<file path="config.mk">
export PLATFORM = sky130hd
export DESIGN_NAME = uart_frame_tx_fifo_module_flat
export DESIGN_NICKNAME = d
export VERILOG_FILES = /design/src/rtl/uart_frame_tx_fifo_module_if.sv /design/src/rtl/uart_frame_tx_fifo_module.sv /design/src/flat_wrapper.sv
export SDC_FILE = /design/constraint.sdc
export NUM_CORES = 1
export LEC_CHECK = 0
export ABC_AREA = 1
export BUFFER_PORTS_ARGS = -buffer_cell sky130_fd_sc_hd__buf_2
export CELL_PAD_IN_SITES_DETAIL_PLACEMENT = 0
export CELL_PAD_IN_SITES_GLOBAL_PLACEMENT = 2
export CORE_MARGIN = 2
export CORE_UTILIZATION = 32
export DETAILED_ROUTE_END_ITERATION = 8
export PLACE_DENSITY_LB_ADDON = 0.1
export SETUP_SLACK_MARGIN = 0.1
export SYNTH_ARGS = -nofsm -noshare
export SYNTH_HDL_FRONTEND = slang
export SYNTH_SLANG_ARGS = --single-unit
</file>
<file path="constraint.sdc">
create_clock -name clk -period 2.7 [get_ports clk]
set_clock_uncertainty 0.15 [all_clocks]
set_input_delay 0.27 -clock clk [delete_from_list [all_inputs] [get_ports clk]]
set_output_delay 0.27 -clock clk [all_outputs]
set_load 0.02 [all_outputs]
</file>
<file path="src/rtl/uart_frame_tx_fifo_module_if.sv">
// Upstream-facing bundle of the framed UART transmitter: word handshake,
// break request, status outputs and the serial pin.
interface uart_frame_tx_fifo_module_if #(
    parameter int DATA_BITS = 8,
    parameter int FIFO_AW   = 4
);
    logic [DATA_BITS-1:0] tx_data;
    logic                 tx_data_valid;
    logic                 tx_data_ready;
    logic                 tx_break;
    logic                 tx_busy;
    logic [FIFO_AW:0]     tx_level;
    logic                 tx_done;
    logic                 tx_pin;

    modport master (
        output tx_data, tx_data_valid, tx_break,
        input  tx_data_ready, tx_busy, tx_level, tx_done, tx_pin
    );

    modport slave (
        input  tx_data, tx_data_valid, tx_break,
        output tx_data_ready, tx_busy, tx_level, tx_done, tx_pin
    );
endinterface

</file>
<file path="src/rtl/uart_frame_tx_fifo_module.sv">
// Framed UART transmitter with an input FIFO. Configurable data width,
// parity and stop bits; frames leave back-to-back separated by the single
// S_LOAD clock. A break request holds the line low while idle.
//
//   state    | meaning
//   ---------+-----------------------------------------------------------
//   S_IDLE   | line high, waiting for a FIFO word or a break request
//   S_BREAK  | line held low while tx_break stays high
//   S_LOAD   | one clock: pop FIFO head into the shift latch, form parity
//   S_START  | start bit, line low for CYCLE clocks
//   S_DATA   | DATA_BITS data bits, LSB first, CYCLE clocks each
//   S_PARITY | parity bit (never entered when PARITY = 0)
//   S_STOP   | STOP_BITS stop bits, tx_done on the very last clock
module uart_frame_tx_fifo_module #(
    parameter int CLK_FRE   = 50,
    parameter int BAUD_RATE = 115200,
    parameter int DATA_BITS = 8,
    parameter int PARITY    = 0,
    parameter int STOP_BITS = 1,
    parameter int FIFO_AW   = 4
) (
    input logic                        clk,
    input logic                        rst_n,
    uart_frame_tx_fifo_module_if.slave bus
);
    localparam int          CYCLE     = CLK_FRE * 1000000 / BAUD_RATE;
    localparam int          DEPTH     = 2 ** FIFO_AW;
    localparam int          PTR_W     = FIFO_AW + 1;
    localparam logic [15:0] CYC_LAST  = 16'(CYCLE - 1);
    localparam logic [3:0]  DATA_LAST = 4'(DATA_BITS - 1);
    localparam logic [3:0]  STOP_LAST = 4'(STOP_BITS - 1);

    typedef enum logic [2:0] {
        S_IDLE,
        S_BREAK,
        S_LOAD,
        S_START,
        S_DATA,
        S_PARITY,
        S_STOP
    } state_t;

    state_t               state, state_next;

    logic [DATA_BITS-1:0] mem [DEPTH];
    logic [PTR_W-1:0]     wr_ptr, rd_ptr, wr_next, rd_next;
    logic                 ready_q;
    logic                 wr_en, rd_en;
    logic                 fifo_empty, full_next;
    logic [DATA_BITS-1:0] head;

    logic [15:0]          cyc_cnt, cyc_next;
    logic [3:0]           bit_cnt, bit_next;
    logic [DATA_BITS-1:0] shift_q, shift_next;
    logic                 parity_q, parity_next;
    logic                 pin_q, pin_next;
    logic                 done_c;
    logic                 cyc_end;

    assign wr_en      = bus.tx_data_valid && ready_q;
    assign rd_en      = (state == S_LOAD);
    assign wr_next    = wr_ptr + PTR_W'(wr_en);
    assign rd_next    = rd_ptr + PTR_W'(rd_en);
    assign fifo_empty = (wr_ptr == rd_ptr);
    assign head       = mem[rd_ptr[FIFO_AW-1:0]];

    // Ready looks at the post-edge pointers so a write can never land on a full FIFO.
    assign full_next  = (wr_next[FIFO_AW] != rd_next[FIFO_AW]) &&
                        (wr_next[FIFO_AW-1:0] == rd_next[FIFO_AW-1:0]);

    // FIFO storage; contents need no reset because the pointers gate every read.
    always_ff @(posedge clk) begin
        if (wr_en) begin
            mem[wr_ptr[FIFO_AW-1:0]] <= bus.tx_data;
        end
    end

    // FIFO pointers and the registered ready flag.
    always_ff @(posedge clk or negedge rst_n) begin
        if (!rst_n) begin
            wr_ptr  <= '0;
            rd_ptr  <= '0;
            ready_q <= 1'b0;
        end else begin
            wr_ptr  <= wr_next;
            rd_ptr  <= rd_next;
            ready_q <= !full_next;
        end
    end

    assign cyc_end = (cyc_cnt == CYC_LAST);

    // Next-state, counter and shift logic; tx_pin is derived from the next state.
    always_comb begin
        state_next  = state;
        cyc_next    = cyc_cnt + 16'd1;
        bit_next    = bit_cnt;
        shift_next  = shift_q;
        parity_next = parity_q;
        done_c      = 1'b0;

        case (state)
            S_IDLE: begin
                if (!fifo_empty) begin
                    state_next = S_LOAD;
                end else if (bus.tx_break) begin
                    state_next = S_BREAK;
                end
            end
            S_BREAK: begin
                if (!bus.tx_break) begin
                    state_next = S_IDLE;
                end
            end
            S_LOAD: begin
                shift_next  = head;
                parity_next = (PARITY == 1) ? ~^head : ^head;
                bit_next    = 4'd0;
                state_next  = S_START;
            end
            S_START: begin
                if (cyc_end) begin
                    state_next = S_DATA;
                end
            end
            S_DATA: begin
                if (cyc_end) begin
                    cyc_next = 16'd0;
                    if (bit_cnt == DATA_LAST) begin
                        bit_next   = 4'd0;
                        state_next = (PARITY != 0) ? S_PARITY : S_STOP;
                    end else begin
                        bit_next   = bit_cnt + 4'd1;
                        shift_next = shift_q >> 1;
                    end
                end
            end
            S_PARITY: begin
                if (cyc_end) begin
                    state_next = S_STOP;
                end
            end
            S_STOP: begin
                if (cyc_end) begin
                    cyc_next = 16'd0;
                    if (bit_cnt == STOP_LAST) begin
                        done_c     = 1'b1;
                        bit_next   = 4'd0;
                        state_next = fifo_empty ? S_IDLE : S_LOAD;
                    end else begin
                        bit_next = bit_cnt + 4'd1;
                    end
                end
            end
            default: begin
                state_next = S_IDLE;
            end
        endcase

        if (state_next != state) begin
            cyc_next = 16'd0;
        end

        case (state_next)
            S_BREAK,
            S_START:  pin_next = 1'b0;
            S_DATA:   pin_next = shift_next[0];
            S_PARITY: pin_next = parity_next;
            default:  pin_next = 1'b1;
        endcase
    end

    // State, counters, shift latch and the registered serial output.
    always_ff @(posedge clk or negedge rst_n) begin
        if (!rst_n) begin
            state    <= S_IDLE;
            cyc_cnt  <= 16'd0;
            bit_cnt  <= 4'd0;
            shift_q  <= '0;
            parity_q <= 1'b0;
            pin_q    <= 1'b1;
        end else begin
            state    <= state_next;
            cyc_cnt  <= cyc_next;
            bit_cnt  <= bit_next;
            shift_q  <= shift_next;
            parity_q <= parity_next;
            pin_q    <= pin_next;
        end
    end

    assign bus.tx_data_ready = ready_q;
    assign bus.tx_busy       = (state != S_IDLE) || !fifo_empty;
    assign bus.tx_level      = wr_ptr - rd_ptr;
    assign bus.tx_done       = done_c;
    assign bus.tx_pin        = pin_q;
endmodule

</file>
<file path="src/flat_wrapper.sv">
// flat-port wrapper written by rule: the top's interface ports become plain ports
module uart_frame_tx_fifo_module_flat 
#(
    parameter int CLK_FRE   = 50,
    parameter int BAUD_RATE = 115200,
    parameter int DATA_BITS = 8,
    parameter int PARITY    = 0,
    parameter int STOP_BITS = 1,
    parameter int FIFO_AW   = 4
)
  (clk, rst_n, bus_tx_data, bus_tx_data_valid, bus_tx_break, bus_tx_data_ready, bus_tx_busy, bus_tx_level, bus_tx_done, bus_tx_pin);
  uart_frame_tx_fifo_module_if #(.DATA_BITS(DATA_BITS), .FIFO_AW(FIFO_AW)) bus_i ();
  input logic clk;
  input logic rst_n;
  input wire logic [$bits(bus_i.tx_data)-1:0] bus_tx_data;
  input wire logic [$bits(bus_i.tx_data_valid)-1:0] bus_tx_data_valid;
  input wire logic [$bits(bus_i.tx_break)-1:0] bus_tx_break;
  output wire logic [$bits(bus_i.tx_data_ready)-1:0] bus_tx_data_ready;
  output wire logic [$bits(bus_i.tx_busy)-1:0] bus_tx_busy;
  output wire logic [$bits(bus_i.tx_level)-1:0] bus_tx_level;
  output wire logic [$bits(bus_i.tx_done)-1:0] bus_tx_done;
  output wire logic [$bits(bus_i.tx_pin)-1:0] bus_tx_pin;
  assign bus_i.tx_data = bus_tx_data;
  assign bus_i.tx_data_valid = bus_tx_data_valid;
  assign bus_i.tx_break = bus_tx_break;
  assign bus_tx_data_ready = bus_i.tx_data_ready;
  assign bus_tx_busy = bus_i.tx_busy;
  assign bus_tx_level = bus_i.tx_level;
  assign bus_tx_done = bus_i.tx_done;
  assign bus_tx_pin = bus_i.tx_pin;
  uart_frame_tx_fifo_module #(.CLK_FRE(CLK_FRE), .BAUD_RATE(BAUD_RATE), .DATA_BITS(DATA_BITS), .PARITY(PARITY), .STOP_BITS(STOP_BITS), .FIFO_AW(FIFO_AW)) u_core (.clk(clk), .rst_n(rst_n), .bus(bus_i));
endmodule
</file>
==> summary.txt, run 1 <==
Setup path
  • Crit path capture type: output port
  • Worst R2R Start: u_core.rd_ptr[0]
  • Crit-path leading delay family: adder cells
  • Critical-path top delay cell: fa_1
  • WP data required: about 2300 ps
  • Worst Setup SP: u_core.rd_ptr[1]
  • R2R cell count: 18
  • R2R setup slack: between 400 and 500 ps
  • Worst-path cell chain: buf_6 -> fa_1 -> o21ai_0 -> xnor2_1 -> buf_2
  • Worst-path maximum fanout: 29
  • CP Capture Point: bus_tx_level[4]
  • Buf/Inv on CP: 2
  • Delay of the slowest critical-path stage: a little under 500 ps
  • Critical path class: flop to output port
  • Critical Path Stages: 5
  • CP Launch Type: flop
  • R2R Path End: u_core.bus.tx_pin
  • CP arrival: between 2000 and 2500 ps

Power
  • Sw Ratio: a little over two fifths
  • Pwr/cell area: about 1100 nW/um^2
  • Combinational group share of total power: 44.1%
  • Internal power: a little over 6 mW
  • P_leak: 4.01 nW
  • Maximum vdd ir drop: between 0.4 and 0.5 mV
  • Sequential power share: 32.6%
  • Clock power share: a little under a quarter
  • P_sw: 4.44 mW

Placement
  • GPL Wtd Cong: roughly 0.78
  • Port-buffer cells: 20
  • Worst slack at placement: around 210 ps
  • Area post-placement: between 8000 and 9000 sq um
  • Placed cells: approximately 1.2k
  • Dpl hpwl: approximately 14 mm

Route
  • Routed wire per std cell: around 17 microns
  • Final wirelength: between 20 and 25 mm
  • DRT antenna net count: 0
  • Routed vias/inst: 4.59
  • Vias: 5650
  • Residual DRC count: 0
  • DRT iter0 DRCs: 347
  • TritonRoute pass-1 iters: 5

Global route
  • Vias in the first global route: 5701
  • First-pass GRT wire length: between 30 and 40 mm
  • Grt ovf: 0
  • Largest net degree at the start of global routing: 65
  • Total global-route track usage: 16.4%
  • Initial antenna violation count: 0

Cells and area
  • Layout area overhead: 15.6%
  • Final-layout fill cell count: 2554
  • Share of cells above drive strength 1: about 12%
  • Commonest non-fill, non-tap cells in the layout: 273 x nand2_1, 128 x edfxtp_1, 95 x inv_1, 95 x nand3_1, 57 x nor2_1
  • Most common cell after layout, fill and taps aside: nand2_1
  • Fin util: 37.5%
  • Post-route insts no fill: roughly 1.2k
  • Nets: roughly 900
  • Final instance area: around 9400 sq um
  • N_diodes: 0

Clock network
  • Worst-Skew Late Latency: 430 ps
  • TritonCTS buffer count: 17
  • Clk buf depth: 2
  • Clk root buf: clkbuf_16
  • Sink Count: about 170
  • Clk slew on worst S/H paths: 80 ps
  • TritonCTS clock tree: yes
  • CTS H-tree lvls: 4

STA
  • Final worst-path cycle share: 92.6%
  • RSZ-0062 raised after global routing: no
  • Final setup fails: 0
  • Fin worst setup slack: 199 ps
  • Relative slew slack: about three fifths
  • Slew @ Worst Pin: 623 ps
  • Final Hold Viols: 0
  • Fin crit period: 2500 ps
  • Final Max Slew Viols: 0
  • Total negative slack: 0 ps
  • Fmax achieved: 0.400 GHz

Synthesis
  • Post-synthesis sequential area ratio: 60.8%
  • Flops & latches, synth: between 150 and 200
  • Mapped Cells: about 840
  • Area contributors post-synth: edfxtp_1 47%, dfrtp_1 13%, nand2_1 13%, nand3_1 5.8%, inv_1 4.4%
  • Avg Cell Area, Syn: between 9 and 10 sq um
  • Synth area leader: edfxtp_1
  • Synth Warn #: 0
  • Netlist cell types: 40
  • Yosys top cell area share: between 40 and 50%
  • Mapped Area: just over 8000 sq um
  • Syn_nets: approximately 870

Die
  • Site Rows: just under 60
  • Die H: around 160 microns
  • Die Wd: between 150 and 200 microns
  • Initial Util: about 32%
  • I/O Pins: 21
  • Core area: roughly 25000 sq um
  • Die area: about 27000 sq um

Job
  • Max-cap viol count: 0

Worst hold path
  • Min-delay worst type: input pin to flop

Status
  • Run status: completed
cell type report:
class | count | area, sq um | share of cell area (%)
sequential | 172 | 4950 | 52.6
multi-input combinational | 543 | 2690 | 28.6
clock buffer | 19 | 433 | 4.60
tap | 330 | 413 | 4.39
timing repair buffer | 51 | 389 | 4.14
inverter | 102 | 383 | 4.07
clock inverter | 13 | 155 | 1.65
kinds of logic (layout without fill, tap and decap cells):
| family | count (synthesis) | in the layout | synth area share, % |
|---|---|---|---|
| xor+xnor | 29 | 29 | 3.12 |
| flops | 172 | 172 | 60.8 |
| buf+inv | 129 | 185 | 6.38 |
| simple gates | 469 | 469 | 25.2 |
| fa+ha+maj | 13 | 13 | 2.09 |
| compound gates | 32 | 32 | 2.43 |
sequential cells by signal, summed over array words and instances (netlist names):
register and flops:
u_core.bit_cnt 4, u_core.bus.tx_data_ready 1, u_core.bus.tx_pin 1, u_core.cyc_cnt 16
u_core.mem 128, u_core.parity_q 1, u_core.rd_ptr 5, u_core.shift_q 8
u_core.state 3, u_core.wr_ptr 5
Yosys cell counts, drive strengths merged:
cell / n
a21oi: 8
a31oi: 1
buf: 19
clkbuf: 8
clkinv: 1
dfrtp: 43
dfstp: 1
edfxtp: 128
fa: 1
ha: 12
inv: 101
nand2: 277
nand3: 96
nand3b: 1
nand4: 14
nor2: 68
nor3: 4
nor4: 7
o2111ai: 1
o211a: 1
o21ai: 14
o221ai: 6
o22ai: 1
or2: 2
xnor2: 6
xor2: 23
stage by stage:
step | power [mW] | hold slack, ps
6_report | 10.6 | 27.5
5_1_grt | 11.4 | 39.6
4_1_cts | 10.7 | 3.18
3_5_place_dp | 8.18 | 178
3_3_place_gp | 8.17 | 183
2_1_floorplan | 6.67 | -176
how the worst min path moves through the flow:
stage / slack [ps] / to / cells after the start / from
final: 30 / u_core.state[0] / 3 / bus_tx_break
after global routing: 40 / u_core.state[0] / 3 / bus_tx_break
after CTS: 3 / u_core.state[0] / 3 / bus_tx_break
after detailed placement: 180 / u_core.cyc_cnt[14] / 1 / rst_n
after global placement: 180 / u_core.cyc_cnt[7] / 1 / rst_n
after floorplan: -180 / u_core.bit_cnt[0] / 0 / rst_n
routing by layer:
| layer | vias to the layer above | wire [microns] | global-route usage (%) |
|---|---|---|---|
| li1 | 2847 | - | - |
| met1 | 2733 | 10100 | 22.6 |
| met2 | 54 | 9820 | 26.8 |
| met3 | 16 | 454 | 2.64 |
| met4 | 0 | 254 | 4.31 |
| met5 | - | 0 | 0 |
timing repair:
action | CTS | global route
setup buffers | 0 | 1
hold buffers | 1 | 0
setup endpoints to repair | 1 | 17
pin swaps | 0 | 1
endpoints found under the hold margin | 23 | 0
resized for setup | 1 | 1
power by group through the flow:
stage / Sequential, mW / Combinational (mW) / Clock, mW
after detailed placement: 3.51 / 4.66 / 0
after CTS: 3.46 / 4.69 / 2.55
after global routing: 3.50 / 5.28 / 2.66
final: 3.46 / 4.67 / 2.47
after global placement: 3.51 / 4.66 / 0
after floorplan: 3.48 / 3.19 / 0
worst register-to-register path: stages, from the launching register on:
cell	delay (ps)
dfrtp_2	450
inv_2	100
buf_12	240
nand2_1	120
nand2_1	70
nand2_1	50
nand3_1	110
nand3_1	140
nand2_1	160
inv_1	100
nand2_1	70
nand2_1	60
nand2_1	70
nand2_1	50
nand2_1	50
nand2_1	60
nand2_1	60
nand3_1	60
nand2_1	60
Note: power is estimated with default switching activity, not from simulation.
==> run 2, diff against run 1 <==
--- a/config.mk
+++ b/config.mk
@@ -10,7 +10,7 @@
 export CELL_PAD_IN_SITES_DETAIL_PLACEMENT = 0
 export CELL_PAD_IN_SITES_GLOBAL_PLACEMENT = 2
 export CORE_MARGIN = 2
-export CORE_UTILIZATION = 32
+export CORE_UTILIZATION = 41
 export DETAILED_ROUTE_END_ITERATION = 8
 export PLACE_DENSITY_LB_ADDON = 0.1
 export SETUP_SLACK_MARGIN = 0.1
==> run 2 against run 1 <==
  * First-iteration DRC count increased by 3.2%
  * Combinational power is essentially flat
  * Setup slack gained 67 ps
  * Core utilization is 11 points higher
  * Die area down 21%
  * Wire length down 6.4%
  * Largest power group unchanged
==> summary.txt, run 2 (synthesis gave the netlist of run 1 again) <==
Placement
  • Port-buffer cells: 20
  • Dpl hpwl: around 13 mm
  • GPL Wtd Cong: slightly above 0.9

Setup path
  • R2R cell count: 18
  • Critical Path Stages: 6
  • R2R Path End: u_core.bus.tx_pin
  • Worst-path maximum fanout: 4
  • R2R setup slack: approximately 290 ps
  • Crit-path leading delay family: adder cells
  • WP data required: ~2300 ps
  • Critical path class: flop to output port
  • Worst-path cell chain: inv_1 -> ha_1 -> fa_2 -> o21ai_2 -> xnor2_1 -> buf_4
  • Crit path capture type: output port
  • Worst Setup SP: u_core.wr_ptr[0]
  • CP Capture Point: bus_tx_level[4]
  • Worst R2R Start: u_core.rd_ptr[0]
  • CP arrival: roughly 2000 ps
  • CP Launch Type: flop
  • Delay of the slowest critical-path stage: 410 ps
  • Critical-path top delay cell: dfrtp_1
  • Buf/Inv on CP: 2

Route
  • Final wirelength: a little under 20 mm
  • Vias: ~5.7k
  • Routed vias/inst: 4.90
  • DRT iter0 DRCs: approximately 360
  • TritonRoute pass-1 iters: 4
  • DRT antenna net count: 0
  • Routed wire per std cell: 16.5 microns
  • Residual DRC count: 0

STA
  • RSZ-0062 raised after global routing: yes
  • Final Max Slew Viols: 0
  • Final Hold Viols: 0
  • Fmax achieved: about 0.41 GHz
  • Slew @ Worst Pin: 688 ps
  • Total negative slack: 0 ps
  • Final setup fails: 0
  • Fin crit period: 2430 ps
  • Final worst-path cycle share: 90.2%
  • Relative slew slack: a little over half

Clock network
  • Worst-Skew Late Latency: approximately 430 ps
  • TritonCTS clock tree: yes
  • Sink Count: ~170
  • TritonCTS buffer count: 17
  • CTS H-tree lvls: 4
  • Clk buf depth: 2
  • Clk slew on worst S/H paths: about 70 ps
  • Clk root buf: clkbuf_16

Status
  • Run status: completed

Die
  • I/O Pins: 21
  • Die area: 21000 sq um
  • Initial Util: 41.8%
  • Die Wd: 145 microns
  • Die H: roughly 140 microns
  • Core area: a little under 20000 sq um
  • Site Rows: just over 50

Power
  • Sw Ratio: between 40 and 50%
  • Clock power share: 22.7%
  • P_sw: 4.39 mW
  • P_leak: ~4 nW
  • Combinational group share of total power: ~44%
  • PnR Total Power: 10.6 mW
  • Maximum vdd ir drop: roughly 0.64 mV
  • Internal power: between 6 and 7 mW
  • Sequential power share: around a third
  • Pwr/cell area: approximately 1100 nW/um^2

Global route
  • Grt ovf: 0
  • Initial antenna violation count: 0
  • Vias in the first global route: 5729
  • First-pass GRT wire length: 31.2 mm
  • Total global-route track usage: between 20% and 30%
  • Largest net degree at the start of global routing: 49

Cells and area
  • Fin util: between 40% and 50%
  • Share of cells above drive strength 1: approximately an eighth
  • Layout area overhead: 14.8%
  • Multi-input gate area: about 2700 sq um
  • N_diodes: 0
  • Max reg flops: 128
  • Most common cell after layout, fill and taps aside: nand2_1
  • Final-layout fill cell count: between 1.5k and 2k
  • Reg area: 4950 sq um
  • Commonest non-fill, non-tap cells in the layout: 273 x nand2_1, 128 x edfxtp_1, 95 x inv_1, 95 x nand3_1, 57 x nor2_1
  • Nets: between 900 and 1k

Job
  • Max-cap viol count: 0

Worst hold path
  • Min-delay worst type: input pin to flop
  • Hold Path Stages: 1
run 2: cell types whose count changed in the layout (fill, tap and decap cells not counted), moves of 2 or more:
cell	before	now
buf_4	25	28
inv_6	5	2
clkinv_4	2	4
clkinvlp_4	1	3
inv_8	2	0
run 2: per-stage QoR:
| stage | instance area, sq um | hold WS, ps | std cells | setup WS [ps] |
|---|---|---|---|---|
| 4_1_cts | 9300 | 76.4 | 1165 | 135 |
| 6_report | 9340 | 91.9 | 1167 | 265 |
| 3_3_place_gp | 8710 | 187 | 1132 | 302 |
| 5_1_grt | 9340 | 84.1 | 1167 | 40.2 |
| 2_1_floorplan | 8150 | -176 | 844 | 103 |
| 3_5_place_dp | 8710 | 200 | 1132 | 242 |
run 2: power by group through the flow:
stage,clock network [mW],registers [mW],logic (mW)
floorplan,0,3.48,3.19
global placement,0,3.52,4.55
detailed placement,0,3.54,4.59
CTS,2.45,3.48,4.62
global route,2.57,3.53,5.27
finish,2.40,3.49,4.68
run 2: metal layers:
layer / share of wire, % / wire, microns / GRT usage (%)
met1: 48 / 9310 / 28.5
met2: 46 / 8910 / 31.3
met3: 4.1 / 783 / 4.94
met4: 1.4 / 269 / 5.37
met5: 0 / 0 / 0
run 2: final cells by class:
cell class / instances / area share, %
Tap cell: 265 / 3.55
Clock buffer: 18 / 4.60
Sequential cell: 172 / 53.0
Multi-Input combinational cell: 543 / 28.8
Clock inverter: 13 / 1.54
Inverter: 102 / 4.10
Timing Repair Buffer: 54 / 4.46
run 2: worst min-delay path by stage:
stage,from,end
final,bus_tx_data[6],u_core.mem[6][6]
after global routing,bus_tx_data[6],u_core.mem[6][6]
after CTS,bus_tx_data[6],u_core.mem[6][6]
after detailed placement,rst_n,u_core.cyc_cnt[13]
after global placement,rst_n,u_core.cyc_cnt[13]
after floorplan,rst_n,u_core.bit_cnt[0]
run 2: what timing repair did:
action,4_1_cts,5_1_grt
endpoints found under the setup margin,1,19
resized for setup,1,4
hold buffers,2,0
buffers inserted,0,2
pin swaps,0,1
hold endpoints to repair,26,0
==> run 3, diff against run 2 <==
--- a/config.mk
+++ b/config.mk
@@ -10,8 +10,9 @@
 export CELL_PAD_IN_SITES_DETAIL_PLACEMENT = 0
 export CELL_PAD_IN_SITES_GLOBAL_PLACEMENT = 2
 export CORE_MARGIN = 2
-export CORE_UTILIZATION = 41
+export CORE_UTILIZATION = 40
 export DETAILED_ROUTE_END_ITERATION = 8
+export MAX_ROUTING_LAYER = met4
 export PLACE_DENSITY_LB_ADDON = 0.1
 export SETUP_SLACK_MARGIN = 0.1
 export SYNTH_ARGS = -nofsm -noshare
==> run 3 against run 2 <==
  * Final cell count is 0.26% higher
  * Highest routed layer unchanged
  * First-iteration DRC count shrank 19%
  * Critical path type unchanged
  * Critical path depth did not move
==> summary.txt, run 3 (synthesis gave the netlist of run 1 again) <==
Clock network
  • TritonCTS clock tree: yes
  • Clk slew on worst S/H paths: roughly 70 ps
  • Sink Count: between 150 and 200
  • Clk buf depth: 2
  • Clk root buf: clkbuf_16
  • CTS H-tree lvls: 4
  • TritonCTS buffer count: 17
  • Worst-Skew Late Latency: 430 ps

Route
  • Routed wire per std cell: about 17 microns
  • DRT iter0 DRCs: 290
  • Final wirelength: 19.3 mm
  • TritonRoute pass-1 iters: 5
  • DRT antenna net count: 0
  • Residual DRC count: 0
  • Routed vias/inst: a little under 5
  • Vias: 5658

Power
  • Internal power: about 6.2 mW
  • Combinational group share of total power: a little over two fifths
  • P_sw: 4.40 mW
  • Sw Ratio: between 40% and 50%
  • Clock power share: a little under a quarter
  • Maximum vdd ir drop: 0.517 mV
  • Sequential power share: between 30% and 40%
  • Pwr/cell area: 1140 nW/um^2
  • P_leak: just over 4 nW

STA
  • Final Hold Viols: 0
  • Final Max Slew Viols: 0
  • RSZ-0062 raised after global routing: no
  • Slew @ Worst Pin: slightly below 600 ps
  • Final worst-path cycle share: between 90% and 100%
  • Relative slew slack: approximately three fifths
  • Fin crit period: roughly 2500 ps
  • Hold slack: about 100 ps
  • Total negative slack: 0 ps
  • Fmax achieved: 0.405 GHz
  • Final setup fails: 0

Die
  • Die H: approximately 150 microns
  • I/O Pins: 21
  • Initial Util: 40.5%
  • Site Rows: 52
  • Die Wd: 147 microns
  • Core area: about 20000 sq um
  • Die area: 21500 sq um

Setup path
  • R2R setup slack: 350 ps
  • Worst-path maximum fanout: 4
  • Critical path class: flop to output port
  • WP data required: between 2000 and 2500 ps
  • Worst Setup SP: u_core.wr_ptr[0]
  • Worst R2R Start: u_core.rd_ptr[0]
  • CP arrival: between 2000 and 2500 ps
  • R2R cell count: 18
  • CP Capture Point: bus_tx_level[4]
  • R2R Path End: u_core.bus.tx_pin
  • CP Launch Type: flop
  • Crit path capture type: output port

Cells and area
  • Fin util: a little under half
  • Max reg flops: around 130
  • Post-route insts no fill: around 1.2k
  • Nets: approximately 900
  • Final instance area: about 9400 sq um
  • N_diodes: 0
  • Reg area: 4950 sq um
  • Multi-input gate area: approximately 2700 sq um
  • Share of cells above drive strength 1: 12.6%
  • Layout area overhead: 14.9%
  • Most common cell after layout, fill and taps aside: nand2_1
  • Final-layout fill cell count: about 1.9k
  • Commonest non-fill, non-tap cells in the layout: 273 x nand2_1, 128 x edfxtp_1, 95 x inv_1, 95 x nand3_1, 57 x nor2_1

Global route
  • Largest net degree at the start of global routing: 65
  • Total global-route track usage: 19.8%
  • Initial antenna violation count: 0
  • Grt ovf: 0
  • First-pass GRT wire length: between 30 and 40 mm
  • Vias in the first global route: 5725

Status
  • Run status: completed

Placement
  • Port-buffer cells: 20
  • GPL Wtd Cong: around 0.87
  • Area post-placement: 8700 sq um
  • Placed cells: ~1.1k
  • Dpl hpwl: 13.0 mm

Job
  • Max-cap viol count: 0

Worst hold path
  • Min-delay worst type: input pin to flop
run 3: cell count changes in the layout (fill, tap and decap cells not counted), sizes merged:
| cell | previous run | this run |
|---|---|---|
| buf | 52 | 49 |
| inv | 103 | 108 |
| clkinv | 6 | 5 |
| bufinv | 2 | 3 |
| clkinvlp | 4 | 0 |
run 3: layout make-up:
class                      instances  share of cell area, %
clock inverter                    14                   1.90
multi-input combinational        543                   28.8
inverter                         102                   4.09
clock buffer                      18                   4.59
sequential                       172                   52.9
timing repair buffer              51                   4.15
tap                              270                   3.61
run 3: routing by layer:
metal / share of wire (%) / routed length (microns) / vias up / global-route usage (%)
li1: - / - / 2857 / -
met4: 1.0 / 194 / 0 / 5.00
met3: 3.5 / 673 / 14 / 4.00
met5: 0 / 0 / - / -
met2: 49 / 9510 / 57 / 32.5
met1: 46 / 8950 / 2730 / 25.4
run 3: timing repair:
action,in CTS,in global routing
resized for setup,0,2
hold endpoints to repair,44,0
setup endpoints to repair,0,18
hold buffers,2,0
buffers inserted,0,1
run 3: power by group through the flow:
stage               clock network (mW)  registers (mW)  logic [mW]
global placement                     0            3.52        4.55
floorplan                            0            3.48        3.19
detailed placement                   0            3.53        4.59
global route                      2.71            3.52        5.25
finish                            2.53            3.48        4.64
CTS                               2.60            3.48        4.61
run 3: how the worst min path moves through the flow:
stage / from / to / slack [ps] / cells after the start
after floorplan: rst_n / u_core.bit_cnt[0] / -180 / 0
after global placement: rst_n / u_core.cyc_cnt[13] / 240 / 2
after detailed placement: rst_n / u_core.cyc_cnt[13] / 260 / 2
after CTS: bus_tx_data[6] / u_core.mem[6][6] / 90 / 1
after global routing: bus_tx_data[6] / u_core.mem[6][6] / 100 / 1
final: bus_tx_data[4] / u_core.mem[3][4] / 100 / 1
run 3: worst max-delay path: stages (launching register included):
cell and delay, ps:
dfrtp_1 390, inv_1 90, ha_1 210, fa_1 420, o21ai_1 200, xnor2_1 130, buf_2 180
run 3: stage by stage:
| step | power, mW | setup WS (ps) |
|---|---|---|
| after floorplan | 6.67 | 103 |
| after global placement | 8.07 | 269 |
| after detailed placement | 8.13 | 139 |
| after CTS | 10.7 | 131 |
| after global routing | 11.5 | 115 |
| final | 10.7 | 228 |
